--- src/rtl/mux_pkg.sv ---
// Shared definitions for the multiplexer family: mode encoding and a reusable
// rotate-and-find-first search for round-robin arbiters.
package mux_pkg;

    localparam logic MODE_SEL = 1'b0;
    localparam logic MODE_RR  = 1'b1;

    // Largest channel count the shared search supports.
    localparam int MAX_N = 32;
    localparam int IDX_W = $clog2(MAX_N);

    typedef struct packed {
        logic             valid;
        logic [IDX_W-1:0] idx;
    } rr_pick_t;

    // First set bit of req[n-1:0], searching from ptr+1 upward and wrapping at n.
    // ptr must be below n, so ptr+k stays below 2n and one subtraction replaces a modulo.
    function automatic rr_pick_t rr_find_first(input logic [MAX_N-1:0] req,
                                               input int ptr,
                                               input int n);
        rr_pick_t pick;
        int       j;
        pick = '0;
        for (int k = 1; k <= MAX_N; k++) begin
            j = ptr + k;
            if (j >= n) j = j - n;
            if (k <= n && !pick.valid && req[j]) begin
                pick.valid = 1'b1;
                pick.idx   = IDX_W'(j);
            end
        end
        return pick;
    endfunction

endpackage

--- src/rtl/rr_arbiter.sv ---
// Purely combinational round-robin arbiter: grants the first requester after ptr,
// wrapping modulo N.
module rr_arbiter
    import mux_pkg::*;
#(
    parameter int N     = 4,
    parameter int SEL_W = $clog2(N)
) (
    input  logic [N-1:0]     req,
    input  logic [SEL_W-1:0] ptr,
    output logic             gnt_valid,
    output logic [SEL_W-1:0] gnt_idx
);

    logic [MAX_N-1:0] req_ext;
    rr_pick_t         pick;

    // NOTE: every signal written in always_comb gets a default before any
    // conditional assignment; a path that leaves it unassigned infers a latch.
    always_comb begin
        req_ext        = '0;
        req_ext[N-1:0] = req;
        pick           = rr_find_first(req_ext, 32'(ptr), N);
    end

    assign gnt_valid = pick.valid;
    assign gnt_idx   = pick.idx[SEL_W-1:0];

endmodule

--- src/rtl/mux_rr_reg.sv ---
// Registered N:1 multiplexer with per-channel valid/ready, selectable between a
// direct channel select and round-robin arbitration over valid inputs.
module mux_rr_reg
    import mux_pkg::*;
#(
    parameter int WIDTH = 16,
    parameter int N     = 4,
    parameter int SEL_W = $clog2(N)
) (
    input  logic               clk,
    input  logic               rst,
    input  logic [N*WIDTH-1:0] in_data,
    input  logic [N-1:0]       in_valid,
    output logic [N-1:0]       in_ready,
    input  logic               mode,
    input  logic [SEL_W-1:0]   sel,
    output logic [WIDTH-1:0]   out_data,
    output logic [SEL_W-1:0]   out_src,
    output logic               out_valid,
    input  logic               out_ready
);

    logic [SEL_W-1:0] rr_ptr;
    logic             rr_gnt_valid;
    logic [SEL_W-1:0] rr_gnt_idx;
    logic             sel_hit;
    logic             grant_valid;
    logic [SEL_W-1:0] grant;
    logic             load_en;
    logic             xfer;
    logic [WIDTH-1:0] load_word;

    rr_arbiter #(.N(N), .SEL_W(SEL_W)) u_rr_arbiter (
        .req       (in_valid),
        .ptr       (rr_ptr),
        .gnt_valid (rr_gnt_valid),
        .gnt_idx   (rr_gnt_idx)
    );

    // Compare sel against each real channel so an out-of-range sel simply never hits.
    always_comb begin
        sel_hit = 1'b0;
        for (int i = 0; i < N; i++) begin
            if (sel == SEL_W'(i)) sel_hit = in_valid[i];
        end
    end

    always_comb begin
        if (mode == MODE_RR) begin
            grant_valid = rr_gnt_valid;
            grant       = rr_gnt_idx;
        end else begin
            grant_valid = sel_hit;
            grant       = sel;
        end
    end

    assign load_en = !out_valid || out_ready;
    assign xfer    = load_en && grant_valid && !rst;

    always_comb begin
        in_ready  = '0;
        load_word = '0;
        for (int i = 0; i < N; i++) begin
            if (grant == SEL_W'(i)) begin
                in_ready[i] = xfer;
                load_word   = in_data[i*WIDTH +: WIDTH];
            end
        end
    end

    // NOTE: state registers use non-blocking assignments so every flop samples
    // pre-edge values regardless of statement order.
    always_ff @(posedge clk) begin
        if (rst) begin
            out_valid <= 1'b0;
            out_data  <= '0;
            out_src   <= '0;
            rr_ptr    <= SEL_W'(N - 1);
        end else if (xfer) begin
            out_valid <= 1'b1;
            out_data  <= load_word;
            out_src   <= grant;
            if (mode == MODE_RR) rr_ptr <= grant;
        end else if (out_ready) begin
            out_valid <= 1'b0;
        end
    end

endmodule

--- config.mk ---
export PLATFORM = sky130hd
export DESIGN_NAME = mux_rr_reg
export DESIGN_NICKNAME = d
export VERILOG_FILES = /design/src/rtl/mux_pkg.sv /design/src/rtl/rr_arbiter.sv /design/src/rtl/mux_rr_reg.sv
export SDC_FILE = /design/constraint.sdc
export NUM_CORES = 1
export LEC_CHECK = 0
export BUFFER_PORTS_ARGS = -buffer_cell sky130_fd_sc_hd__buf_4
export CAP_MARGIN = 10
export CORE_AREA = 2 2 87 89
export CTS_CLUSTER_DIAMETER = 40
export DETAILED_ROUTE_END_ITERATION = 8
export DIE_AREA = 0 0 89 91
export PLACE_DENSITY = 0.47
export SLEW_MARGIN = 20
export SYNTH_ARGS = -nofsm -noshare
export SYNTH_HDL_FRONTEND = slang
export SYNTH_SLANG_ARGS = --single-unit
--- constraint.sdc ---
create_clock -name clk -period 4 [get_ports clk]
set_input_delay 0.4 -clock clk [delete_from_list [all_inputs] [get_ports clk]]
set_output_delay 0.4 -clock clk [all_outputs]
set_load 0.01 [all_outputs]
==> flow_summary.toml, run 1 <==
[outcome]
outcome = "finished, final reports clean"

[finish]
area_growth_syn_to_layout_pct = 47.97
multi_input_gate_area_in_the_final_layout_sq_um = 1232
post_layout_nonfiller_instances = 355
n_antenna_cell = 0
regArea_sq_um = 420.4
final_core_utilization = 0.3640
final_nets = 336
drive_above_1_share = 0.5313
filler_cell_count = 785

[drt]
detail_route.wl_per_cell_microns = 14.99
drt-initial-drc-count = 55
via_count = 1664
antenna_violating_nets_post_route = 0
drt-total-wl_mm = 5.320
route.detailed.vias_per_inst = 4.687
drtPass1Iterations = 4
drc = 0

[clock_tree]
ctsHtreeMaxLevel = 1
cell_chosen_for_the_clock_root = "sky130_fd_sc_hd__clkbuf_8"
cts-resized-gates = 0
tritoncts_clock_tree = "built"
cts.repair_timing.setup_buffer_count = 0
post_cts_hold_buffer_count = 0
numCtsBuffers = 3
clock_path_buffers = 2
cts.clk_slew.worst_paths_ps = 80
worstSkewPairLatency_ps = 270
cts.sinks = 21

[timing]
final-max-slew-violation-count = 0
final.min_clock_period_ps = 3509
slew-limit-headroom = 0.6412
setup_tns_ps = 0
worst_setup_skew_after_layout_ps = 10.63
report.final.hold_viol_count = 0
rsz_0062_raised_after_global_routing = "no"
max_freq_ghz = 0.2850
worst-slew-pin-transition_ps = 533.3
layout_worst_path_cycle_share = 0.8772
finalSetupViolCount = 0

[job]
number_of_violations_of_the_max_capacitance_limit = 0

[die]
die_w_microns = 89
floorplan.initialDensity = 0.2460
die_area_sq_um = 8099
die_height_microns = 91
std_cell_rows = 31
core_area_sq_um = 7137
top_level_pins = 97

[critical_path]
path_max_fanout = 9
critPathCaptureType = "primary output"
rr_endpoint = "out_data[14]"
cp-start-kind = "flip-flop"
category_of_the_most_critical_setup_path = "flip-flop to primary output"
worst_r2r_path_depth = 10
regToRegSetupSlack_ps = 700
crit_start = "rr_ptr[0]"
worstPathRequired_ps = 3600
reg2reg_from = "rr_ptr[0]"
crit_path_end = "in_ready[2]"
arrival_ps = 3110

[placement]
buffer_ports.inserted = 96
routabilityCongestion = 0.7778
place.detailed.hpwl_mm = 4.143
post_place_cells = 351

[worst_hold_path]
hold_path_class = "primary input to flip-flop"

[pwr]
power_leakage_nw = 1.252
p_int_mw = 0.5543
vdd_drop_max_v = 0.0001713
power.share.sequential = 0.313
share_comb_of_total_power = 0.514
clockPowerShare = 0.173
power_density_over_the_cells_nw_per_um2 = 336.4
switching_share = 0.3656
power.switching_mw = 0.3195

[global_route]
grt_start_max_net_pins = 23
first_global_vias = 1698
global_route.overflow_total = 0
number_of_antenna_violations_at_the_first_check_in_global_routing = 0
grt_pass1_wl_mm = 8.487
global_route.usage.total = 0.1339

[synthesis]
yosysWarningCount = 0
synth_largest_area_cell = "sky130_fd_sc_hd__dfxtp_1"
synth.most_common_cell = "sky130_fd_sc_hd__mux2i_1"
synth.ff_latch_count = 21
synth_seq_area_share = 0.2395
synth_nets = 241
netlist_instances = 162
post_synth_most_frequent_cells = "32 x sky130_fd_sc_hd__mux2i_1, 21 x sky130_fd_sc_hd__dfxtp_1, 11 x sky130_fd_sc_hd__nand3b_1"
synth_top_area_share = 0.2395
synth_area_leaders = "sky130_fd_sc_hd__dfxtp_1 24%, sky130_fd_sc_hd__mux2i_1 18%, sky130_fd_sc_hd__o221ai_2 7.7%"
syn_std_cell_area_sq_um = 1755
synth_area_per_cell_sq_um = 10.84
edff_count_synth = 0
ys_async_sr_fraction = 0
ys_dominant_reg_cell = "sky130_fd_sc_hd__dfxtp_1"
post_synth_num_cell_types = 49
per-layer routing:
layer	global-route usage	up-vias	part of all wire
li1	-	821	-
met1	0.1836	771	0.46
met2	0.2058	67	0.45
met3	0.03818	5	0.084
met4	0.03358	0	0.010
met5	0	-	0
power groups by stage:
| stage | Clock [mW] | Sequential [mW] | Combinational (mW) |
|---|---|---|---|
| 2_1_floorplan | 0 | 0.289 | 0.284 |
| 3_3_place_gp | 0 | 0.278 | 0.455 |
| 3_5_place_dp | 0 | 0.278 | 0.454 |
| 4_1_cts | 0.159 | 0.274 | 0.456 |
| 5_1_grt | 0.167 | 0.279 | 0.487 |
| 6_report | 0.151 | 0.274 | 0.449 |
flip-flops by register name, summed over array words and instances, names as in the netlist:
name / flops
rr_ptr: 2
out_data: 16
out_valid: 1
out_src: 2
metrics by stage:
stage	setup WS, ps	instance area [sq um]	power, mW	hold slack [ps]
final	491.4	2597	0.8738	409.0
after global routing	220.2	2597	0.9336	423.5
after CTS	459.3	2597	0.8893	407.8
after detailed placement	683.9	2551	0.7324	440.8
after global placement	762.0	2551	0.7329	436.7
after floorplan	1163	1755	0.5734	492.4
worst max-delay path: stages, from the launching register on:
cell and delay [ps]:
sky130_fd_sc_hd__dfxtp_1 640, sky130_fd_sc_hd__inv_1 210, sky130_fd_sc_hd__ha_1 410, sky130_fd_sc_hd__a21bo_2 250
sky130_fd_sc_hd__o22ai_2 110, sky130_fd_sc_hd__a2111oi_2 490, sky130_fd_sc_hd__a2bb2oi_4 370, sky130_fd_sc_hd__nand2_1 130
sky130_fd_sc_hd__nor2_1 110, sky130_fd_sc_hd__buf_4 130
how the worst min path moves through the flow:
stage	start	to	cells past startpoint
2_1_floorplan	out_src[1]	out_src[1]	2
3_3_place_gp	out_data[13]	out_data[13]	1
3_5_place_dp	out_data[13]	out_data[13]	1
4_1_cts	out_ready	out_valid	4
5_1_grt	rst	out_src[1]	2
6_report	out_ready	out_valid	4
cell usage in the layout (no fill, tap or decap), drive strengths merged, types with 3 or more instances in the layout:
cell and count:
inv 3, ha 5, nand2 6, nor2 8
o22ai 6, buf 100, nor3 4, mux2i 34
nand3b 11, a21o 6, nor2b 3, o221ai 12
dfxtp 21, clkbuf 3
cell type report:
| cell class | count | area share |
|---|---|---|
| clock buffer | 3 | 0.01590 |
| clock inverter | 1 | 0.001927 |
| inverter | 3 | 0.004335 |
| multi-input combinational | 128 | 0.4745 |
| sequential | 21 | 0.1618 |
| tap | 99 | 0.04769 |
| timing repair buffer | 100 | 0.2938 |
logic make-up (layout without fill, tap and decap cells):
family	after synthesis	in the layout	synth area share
adders and majority gates	5	5	0.03564
DFF	21	21	0.2395
muxes	37	37	0.2381
AOI/OAI and AO/OA	43	43	0.2566
buffers and inverters	13	107	0.06486
and+or+nand+nor	43	43	0.1654
No activity file was read; power rests on OpenSTA's default activity.
==> inputs of run 2 (changes only) <==
PLACE_DENSITY = 0.57   (was 0.47)
==> run 2 against run 1 <==
Routed wire length fell by 7.0%; critical path depth did not move; die area did not move; global-route usage fell by 1.1 points; largest cell class unchanged; design area fell by 0.77%; clock power fell by 6%; setup slack got worse by 140 ps; register-to-register slack got worse by 90 ps; critical path type unchanged; via count fell by 1.7%.
==> flow_summary.toml, run 2 (synthesized netlist as in run 1, its figures left out) <==
[pwr]
power.switching_mw = 0.3055
power.share.sequential = 0.321
total_power_mw = 0.8525
vdd_drop_max_v = 0.0001215
share_comb_of_total_power = 0.513
power_leakage_nw = 1.243
p_int_mw = 0.5470
switching_share = 0.3583
power_density_over_the_cells_nw_per_um2 = 330.7
clockPowerShare = 0.166

[clock_tree]
numCtsBuffers = 3
cts.repair_timing.setup_buffer_count = 0
post_cts_hold_buffer_count = 0
tritoncts_clock_tree = "built"
cell_chosen_for_the_clock_root = "sky130_fd_sc_hd__clkbuf_8"
cts.clk_slew.worst_paths_ps = 80
cts.sinks = 21
cts-resized-gates = 0
ctsHtreeMaxLevel = 1
clock_path_buffers = 2
worstSkewPairLatency_ps = 260

[finish]
top_regs = "out_data (16), out_src (2), rr_ptr (2)"
layout.cells.most_common_list = "99 x sky130_fd_sc_hd__buf_4, 32 x sky130_fd_sc_hd__mux2i_1, 21 x sky130_fd_sc_hd__dfxtp_1, 11 x sky130_fd_sc_hd__nand3b_1, 9 x sky130_fd_sc_hd__o221ai_2"
drive_above_1_share = 0.5294
finalInstanceArea_sq_um = 2577
area_growth_syn_to_layout_pct = 46.83
n_antenna_cell = 0
largest_reg_flops = 16
filler_cell_count = 786
final_nets = 335
mostFrequentLayoutCell = "sky130_fd_sc_hd__buf_4"
largest_register = "out_data"

[critical_path]
timing.critical_path.slowest_cell_delay_ps = 650
regToRegSetupSlack_ps = 610
reg2reg_from = "rr_ptr[0]"
category_of_the_most_critical_setup_path = "flip-flop to primary output"
path_max_fanout = 15
critPathCaptureType = "primary output"
rr_endpoint = "out_data[7]"
path_cells = "inv_1 > ha_1 > a21bo_2 > o22ai_2 > a2111oi_2 > a2bb2oi_4 > buf_4 > nor3_1 > buf_4"
worstPathRequired_ps = 3600
arrival_ps = 3250
crit_start = "rr_ptr[0]"
crit_top_cell = "sky130_fd_sc_hd__buf_4"
worst_r2r_path_depth = 9
cp-start-kind = "flip-flop"
cpMaxStageDelayCell = "sky130_fd_sc_hd__dfxtp_1"

[global_route]
grt_pass1_wl_mm = 7.900
first_global_vias = 1676
global_route.overflow_total = 0
number_of_antenna_violations_at_the_first_check_in_global_routing = 0
global_route.usage.total = 0.1232
grt_start_max_net_pins = 19

[timing]
worst-slew-pin-transition_ps = 528.7
rsz_0062_raised_after_global_routing = "no"
final.min_clock_period_ps = 3649
report.final.hold_viol_count = 0
finalSetupViolCount = 0
max_freq_ghz = 0.2741
setup_tns_ps = 0
layout_worst_path_cycle_share = 0.9121
final-max-slew-violation-count = 0
slew-limit-headroom = 0.6475
worst_setup_skew_after_layout_ps = 4.370

[die]
die_w_microns = 89
die_area_sq_um = 8099
die_height_microns = 91
top_level_pins = 97
core_area_sq_um = 7137
floorplan.initialDensity = 0.2460
std_cell_rows = 31

[outcome]
outcome = "finished, final reports clean"

[worst_hold_path]
worst_hold_path.endpoint = "out_valid"
hold_path_class = "primary input to flip-flop"
timing.hold.worst.start = "out_ready"
min_delay_path_depth = 4

[drt]
drt-total-wl_mm = 4.947
route.detailed.vias_per_inst = 4.621
antenna_violating_nets_post_route = 0
via_count = 1636
detail_route.wl_per_cell_microns = 13.97
drtPass1Iterations = 4
drc = 0
drt-initial-drc-count = 29

[placement]
post_dp_cell_area_sq_um = 2531
place.detailed.hpwl_mm = 3.967
routabilityCongestion = 0.7752
buffer_ports.inserted = 96

[job]
number_of_violations_of_the_max_capacitance_limit = 0
[run 2: cell count changes in the layout (fill, tap and decap cells not counted)]
cell / delta
sky130_fd_sc_hd__buf_12: -1
[run 2: per-stage QoR]
| step | setup slack [ps] | utilization | hold slack (ps) | cells |
|---|---|---|---|---|
| after floorplan | 1163 | - | 492.4 | 162 |
| final | 351.4 | 0.3612 | 410.4 | 354 |
| after CTS | 282.2 | 0.3612 | 405.9 | 354 |
| after global placement | 754.6 | 0.3547 | 436.4 | 350 |
| after global routing | 143.0 | 0.3612 | 434.5 | 354 |
| after detailed placement | 544.7 | 0.3547 | 440.5 | 350 |
[run 2: final cells by class]
| class | count | area (sq um) | share of cell area |
|---|---|---|---|
| repair buffers | 99 | 743.2 | 0.2883 |
| clock buffers | 3 | 41.29 | 0.01602 |
| well taps | 99 | 123.9 | 0.04806 |
| clock inverters | 1 | 5.005 | 0.001942 |
| multi-input cells | 128 | 1232 | 0.4782 |
| flip-flops and latches | 21 | 420.4 | 0.1631 |
| inverters | 3 | 11.26 | 0.004369 |
[run 2: how the worst max path moves through the flow]
stage	endpoint	depth (start not counted)
after global placement	in_ready[3]	9
after global routing	in_ready[3]	9
final	in_ready[3]	9
after floorplan	in_ready[0]	11
after detailed placement	out_data[7]	9
after CTS	in_ready[3]	9
[run 2: power groups by stage]
stage / logic, mW / registers, mW / clock network [mW]
2_1_floorplan: 0.284 / 0.289 / 0
3_3_place_gp: 0.440 / 0.278 / 0
3_5_place_dp: 0.444 / 0.278 / 0
4_1_cts: 0.445 / 0.274 / 0.151
5_1_grt: 0.478 / 0.278 / 0.163
6_report: 0.438 / 0.273 / 0.142
[run 2: routing by layer]
layer,up-vias,part of all wire,global-route usage,routed length [microns]
li1,817,-,-,-
met1,754,0.46,0.1699,2252
met3,2,0.068,0.02091,334
met5,-,0,0,0
met2,63,0.47,0.1984,2338
met4,0,0.0042,0.02985,21
[run 2: critical path, delay by kind of cell (launching register included)]
| family | cells | cell delay, ps |
|---|---|---|
| AO/OA/AOI/OAI | 4 | 1180 |
| buffers and inverters | 3 | 670 |
| flip-flops | 1 | 650 |
| adder cells (fa/ha/maj) | 1 | 400 |
| AND/OR/NAND/NOR | 1 | 80 |
